[config.mk]
export PLATFORM = sky130hd
export DESIGN_NAME = uart_rx
export DESIGN_NICKNAME = d
export VERILOG_FILES = /design/src/rtl/uart_rx.sv
export SDC_FILE = /design/constraint.sdc
export NUM_CORES = 1
export LEC_CHECK = 0
export BUFFER_PORTS_ARGS = -buffer_cell sky130_fd_sc_hd__buf_2
export CAP_MARGIN = 20
export CORE_AREA = 2 2 75 62
export CTS_CLUSTER_DIAMETER = 150
export DETAILED_ROUTE_END_ITERATION = 7
export DIE_AREA = 0 0 77 64
export MAX_ROUTING_LAYER = met4
export PLACE_DENSITY = 0.75
export RECOVER_POWER = 50
export SLEW_MARGIN = 20
export SYNTH_ARGS = -nofsm -noshare
export SYNTH_HDL_FRONTEND = slang
export SYNTH_SLANG_ARGS = --single-unit
[constraint.sdc]
create_clock -name clk -period 6.3 [get_ports clk]
set_input_delay 0.315 -clock clk [delete_from_list [all_inputs] [get_ports clk]]
set_output_delay 0.315 -clock clk [all_outputs]
set_load 0.03 [all_outputs]
[src/rtl/uart_rx.sv]
// uart_rx: UART receiver for the team's serial link.
//
// Samples an asynchronous serial line at mid-bit and rebuilds LSB-first frames.
// Each frame is one low start bit, PAYLOAD_BITS data bits, then STOP_BITS high
// stop bits. Each received payload is presented with a one-cycle strobe.
// Framing errors and line breaks are reported as one-cycle pulses.
//
// Parameters:
//   CLK_HZ        system clock frequency in Hz
//   BIT_RATE      line bit rate in bits/s
//   PAYLOAD_BITS  data bits per frame (1..16)
//   STOP_BITS     stop bits per frame (1 or 2)
//
// Ports:
//   clk                input   system clock, rising edge
//   reset              input   synchronous active-high reset
//   uart_rxd           input   asynchronous serial line, idles high
//   uart_rx_en         input   high allows new frames to start
//   uart_rx_data       output  last received payload, bit 0 = first data bit
//   uart_rx_valid      output  one-cycle pulse, uart_rx_data holds a good frame
//   uart_rx_frame_err  output  one-cycle pulse, a stop bit was sampled low
//   uart_rx_break      output  one-cycle pulse, framing error with zero payload

module uart_rx #(
    parameter int CLK_HZ       = 50_000_000,
    parameter int BIT_RATE     = 9600,
    parameter int PAYLOAD_BITS = 8,
    parameter int STOP_BITS    = 1
) (
    input  logic                    clk,
    input  logic                    reset,
    input  logic                    uart_rxd,
    input  logic                    uart_rx_en,
    output logic [PAYLOAD_BITS-1:0] uart_rx_data,
    output logic                    uart_rx_valid,
    output logic                    uart_rx_frame_err,
    output logic                    uart_rx_break
);

    localparam int BAUD_TICKS = CLK_HZ / BIT_RATE;
    localparam int HALF_TICKS = BAUD_TICKS / 2;
    localparam int BAUD_W     = (BAUD_TICKS > 2) ? $clog2(BAUD_TICKS) : 1;
    localparam int BIT_MAX    = (PAYLOAD_BITS > STOP_BITS) ? PAYLOAD_BITS : STOP_BITS;
    localparam int BIT_W      = $clog2(BIT_MAX + 1);

    localparam logic [BAUD_W-1:0] BAUD_RELOAD = BAUD_W'(BAUD_TICKS - 1);
    localparam logic [BAUD_W-1:0] HALF_RELOAD = BAUD_W'(HALF_TICKS - 1);
    localparam logic [BIT_W-1:0]  LAST_DATA   = BIT_W'(PAYLOAD_BITS - 1);
    localparam logic [BIT_W-1:0]  LAST_STOP   = BIT_W'(STOP_BITS - 1);

    typedef enum logic [1:0] {
        IDLE,
        START,
        RECV,
        STOP
    } state_t;

    state_t                  state;
    state_t                  state_next;
    logic                    rxd_meta;
    logic                    rxd_s;
    logic [BAUD_W-1:0]       baud_cnt;
    logic [BIT_W-1:0]        bit_cnt;
    logic [PAYLOAD_BITS-1:0] shift_reg;
    logic [PAYLOAD_BITS-1:0] shift_next;
    logic                    armed;
    logic                    err_flag;
    logic                    baud_tick;
    logic                    frame_bad;

    // Two-flop synchroniser; only rxd_s is ever looked at downstream.
    always_ff @(posedge clk) begin
        if (reset) begin
            rxd_meta <= 1'b1;
            rxd_s    <= 1'b1;
        end else begin
            rxd_meta <= uart_rxd;
            rxd_s    <= rxd_meta;
        end
    end

    // Next-state logic plus the mid-bit sample helpers shared with the datapath.
    // The shift register fills from the MSB so the first data bit ends in bit 0.
    always_comb begin
        state_next = state;
        baud_tick  = (baud_cnt == '0);
        frame_bad  = err_flag | ~rxd_s;
        shift_next = shift_reg >> 1;
        shift_next[PAYLOAD_BITS-1] = rxd_s;
        case (state)
            IDLE: begin
                if (!rxd_s && armed && uart_rx_en) begin
                    state_next = START;
                end
            end
            START: begin
                if (baud_tick) begin
                    state_next = rxd_s ? IDLE : RECV;
                end
            end
            RECV: begin
                if (baud_tick && (bit_cnt == LAST_DATA)) begin
                    state_next = STOP;
                end
            end
            STOP: begin
                // Leaving at the middle of the last stop bit leaves half a bit
                // of margin to catch a back-to-back start bit.
                if (baud_tick && (bit_cnt == LAST_STOP)) begin
                    state_next = IDLE;
                end
            end
            default: state_next = IDLE;
        endcase
    end

    // State register and datapath: baud/bit counters, shift register,
    // sticky stop-bit error and the registered output strobes.
    always_ff @(posedge clk) begin
        if (reset) begin
            state             <= IDLE;
            baud_cnt          <= '0;
            bit_cnt           <= '0;
            shift_reg         <= '0;
            armed             <= 1'b1;
            err_flag          <= 1'b0;
            uart_rx_data      <= '0;
            uart_rx_valid     <= 1'b0;
            uart_rx_frame_err <= 1'b0;
            uart_rx_break     <= 1'b0;
        end else begin
            state             <= state_next;
            uart_rx_valid     <= 1'b0;
            uart_rx_frame_err <= 1'b0;
            uart_rx_break     <= 1'b0;
            case (state)
                IDLE: begin
                    // A framing error disarms the receiver so a line held low
                    // cannot retrigger until it has been seen high again.
                    if (rxd_s) begin
                        armed <= 1'b1;
                    end
                    if (state_next == START) begin
                        baud_cnt <= HALF_RELOAD;
                        bit_cnt  <= '0;
                        err_flag <= 1'b0;
                    end
                end
                START: begin
                    if (baud_tick) begin
                        if (!rxd_s) begin
                            baud_cnt <= BAUD_RELOAD;
                        end
                    end else begin
                        baud_cnt <= baud_cnt - BAUD_W'(1);
                    end
                end
                RECV: begin
                    if (baud_tick) begin
                        shift_reg <= shift_next;
                        baud_cnt  <= BAUD_RELOAD;
                        if (bit_cnt == LAST_DATA) begin
                            bit_cnt <= '0;
                        end else begin
                            bit_cnt <= bit_cnt + BIT_W'(1);
                        end
                    end else begin
                        baud_cnt <= baud_cnt - BAUD_W'(1);
                    end
                end
                STOP: begin
                    if (baud_tick) begin
                        if (!rxd_s) begin
                            err_flag <= 1'b1;
                        end
                        if (bit_cnt == LAST_STOP) begin
                            uart_rx_data <= shift_reg;
                            if (frame_bad) begin
                                uart_rx_frame_err <= 1'b1;
                                uart_rx_break     <= (shift_reg == '0);
                                armed             <= 1'b0;
                            end else begin
                                uart_rx_valid <= 1'b1;
                            end
                        end else begin
                            bit_cnt  <= bit_cnt + BIT_W'(1);
                            baud_cnt <= BAUD_RELOAD;
                        end
                    end else begin
                        baud_cnt <= baud_cnt - BAUD_W'(1);
                    end
                end
                default: begin
                    baud_cnt <= '0;
                end
            endcase
        end
    end

endmodule

==> impl_metrics.toml <==
[timing]
setup_tns_ns = 0
period_share = 0.5968
fin_crit_ns = 3.760
worstMarginPinSlew_ns = 1.690
slew_violations = 54
hold_violations = 0
max_slew_margin = -0.1264
timing.fmax_mhz = 266.0
setup_viol = 0
skew_ns = 0.008054
rsz0062_at_grt = "no"

[cts]
clk_pin_slew_ns = 0.08
clk_path_buf_depth = 2
cts-htree-levels = 2
cts_resized = 0
clockRootBuffer = "clkbuf_8"
insertion_delay_ns = 0.30
numCtsBuffers = 5
cts_sinks = 42
cts_setup_buffers = 0
cts_tree = "built"
cts_hold_buf = 0

[critical_path]
slowest_stage = "nor4_1"
cp_num_buf_inv = 1
cp-start-kind = "register"
required_ns = 6.55
slowest_delay_ns = 1.28
cp_cell_sequence = "inv_1 > ha_1 > or4b_1 > nor4_1 > nand3_1 > nor3b_1 > and3_1"
crit_type = "reg -> reg"
r2r.worst_path.cells = 7
critPathTopFamily = "simple AND/OR/NAND/NOR gates"
cp.arrival_ns = 4.01
cp.depth = 7
cp-end-kind = "register"
cp_max_fo = 11

[die]
die-area_sq_um = 4928
ioPinCount = 15
die_w_um = 77
initial_utilization = 0.4786
core_sq_um = 4151
dieHeight_um = 64
row_count = 21

[finish]
largest_reg_flops = 13
final_cell_mix = "dfxtp_1 (42), a21oi_1 (28), nor2_1 (27)"
final_net_count = 250
seqCellArea_sq_um = 840.8
multi_input_area_sq_um = 1012
area_growth_pct = 5.794
diodes = 0
drive_gt1_frac = 0.08197
nFillCells = 413
layout_commonest_cell = "dfxtp_1"

[detailed_routing]
first_iter_violations = 121
routedWlPerCell_um = 13.86
drc = 0
first_pass_iters = 4
finalWirelength_um = 4172
final_antenna_net_count = 0
num_vias = 1690
vias_per_cell = 5.615

[yosys]
synth_cells = 232
ys_seq_area_frac = 0.4232
syn-cell-area_sq_um = 1987
synth_top_area_frac = 0.4232
synthTopCellsByArea = "dfxtp_1 (42%), a21oi_1 (7.1%), nor2_1 (4.9%)"
synth_top_cell_by_area = "dfxtp_1"
synthDistinctLibCells = 54
synth-main-ff-cell = "dfxtp_1"
syn_nets = 239
async_reset_ff_frac = 0
yosys_warnings = 0
synth-seq-cells = 42
avgSynthCellArea_sq_um = 8.564
synth_edf_count = 0

[global_routing]
grt_pass1_wl_um = 7148
grt_pass1_vias = 1491
antenna_found_initial = 0
grt_max_degree = 42
grtUsageTotal = 0.1891
grt_overflow = 0

[place]
place_hpwl_um = 2899
routabilityCongestion = 0.8138
io_buffer_count = 14

[power]
p_leak_nw = 0.7602
p_total_uw = 529.2
powerDensity_nw_per_um2 = 251.8
ir_drop_uv = 159.8

[run]
maxCapViolCount = 2

[outcome]
outcome = "finished with violations"
violations = "max-capacitance violations, max-slew violations"

[worst_hold_path]
whs_path_depth = 2
hold_path.class = "in -> reg"
## cells by family after synthesis
logic type	Yosys count	synth area share
adder cells (fa/ha/maj)	3	0.01889
flip-flops	42	0.4232
AO/OA/AOI/OAI	59	0.1883
AND/OR/NAND/NOR	102	0.2777
buffers and inverters	18	0.05164
multiplexers	8	0.04030
## where the power goes
| group | internal [mW] | total, mW | switching (mW) |
|---|---|---|---|
| combinational | 0.0252 | 0.0747 | 0.0495 |
| clock | 0.0791 | 0.178 | 0.0988 |
| sequential | 0.270 | 0.277 | 0.00633 |
| total | 0.375 | 0.529 | 0.155 |
## synth_stat cells, types with 2 or more instances
cell type	n
dfxtp_1	42
a21oi_1	28
nor2_1	26
nand2_1	25
o21ai_0	10
nor3_1	9
inv_1	8
mux2i_1	8
nand3_1	7
clkbuf_1	5
a211oi_1	4
or2_2	4
and3_1	3
buf_6	3
ha_1	3
nand2b_1	3
nor4_1	3
a311oi_1	2
nand3b_1	2
nand4_1	2
or4_1	2
## layer usage
metal | vias to the layer above | global-route usage | share of wire | routed length [um]
li1 | 856 | - | - | -
met1 | 785 | 0.2703 | 0.52 | 2149
met2 | 40 | 0.2522 | 0.42 | 1744
met3 | 9 | 0.03814 | 0.044 | 185
met4 | 0 | 0.09375 | 0.022 | 93
met5 | - | - | 0 | 0
## final cells by class
class                      count  area share
multi-input combinational    172      0.4815
timing repair buffer          14     0.02619
clock buffer                   5     0.03274
clock inverter                 3     0.01131
sequential                    42      0.4000
inverter                       8     0.01429
tap                           57     0.03393
## through the flow
step                      hold slack (ns)  setup WS (ns)  area (sq um)  cells    util
after CTS                          0.1807          3.753          2148    301  0.5175
after global placement             0.3928          3.795          2056    293  0.4952
after floorplan                    0.3895          4.170          1987    232       -
after global routing               0.1863          2.148          2102    301  0.5063
after detailed placement           0.3937          3.772          2056    293  0.4952
final                              0.1867          2.540          2102    301  0.5063
## path summary, 6_finish.rpt
check,startpoint,to,slack (ns)
worst max-delay path,baud_cnt[0],uart_rx_break,2.54
worst min-delay path,uart_rxd,rxd_meta,0.19
worst max register to register,baud_cnt[0],uart_rx_break,2.54
worst min register to register,rxd_meta,rxd_s,0.41
(Power assumes the default switching activity.)
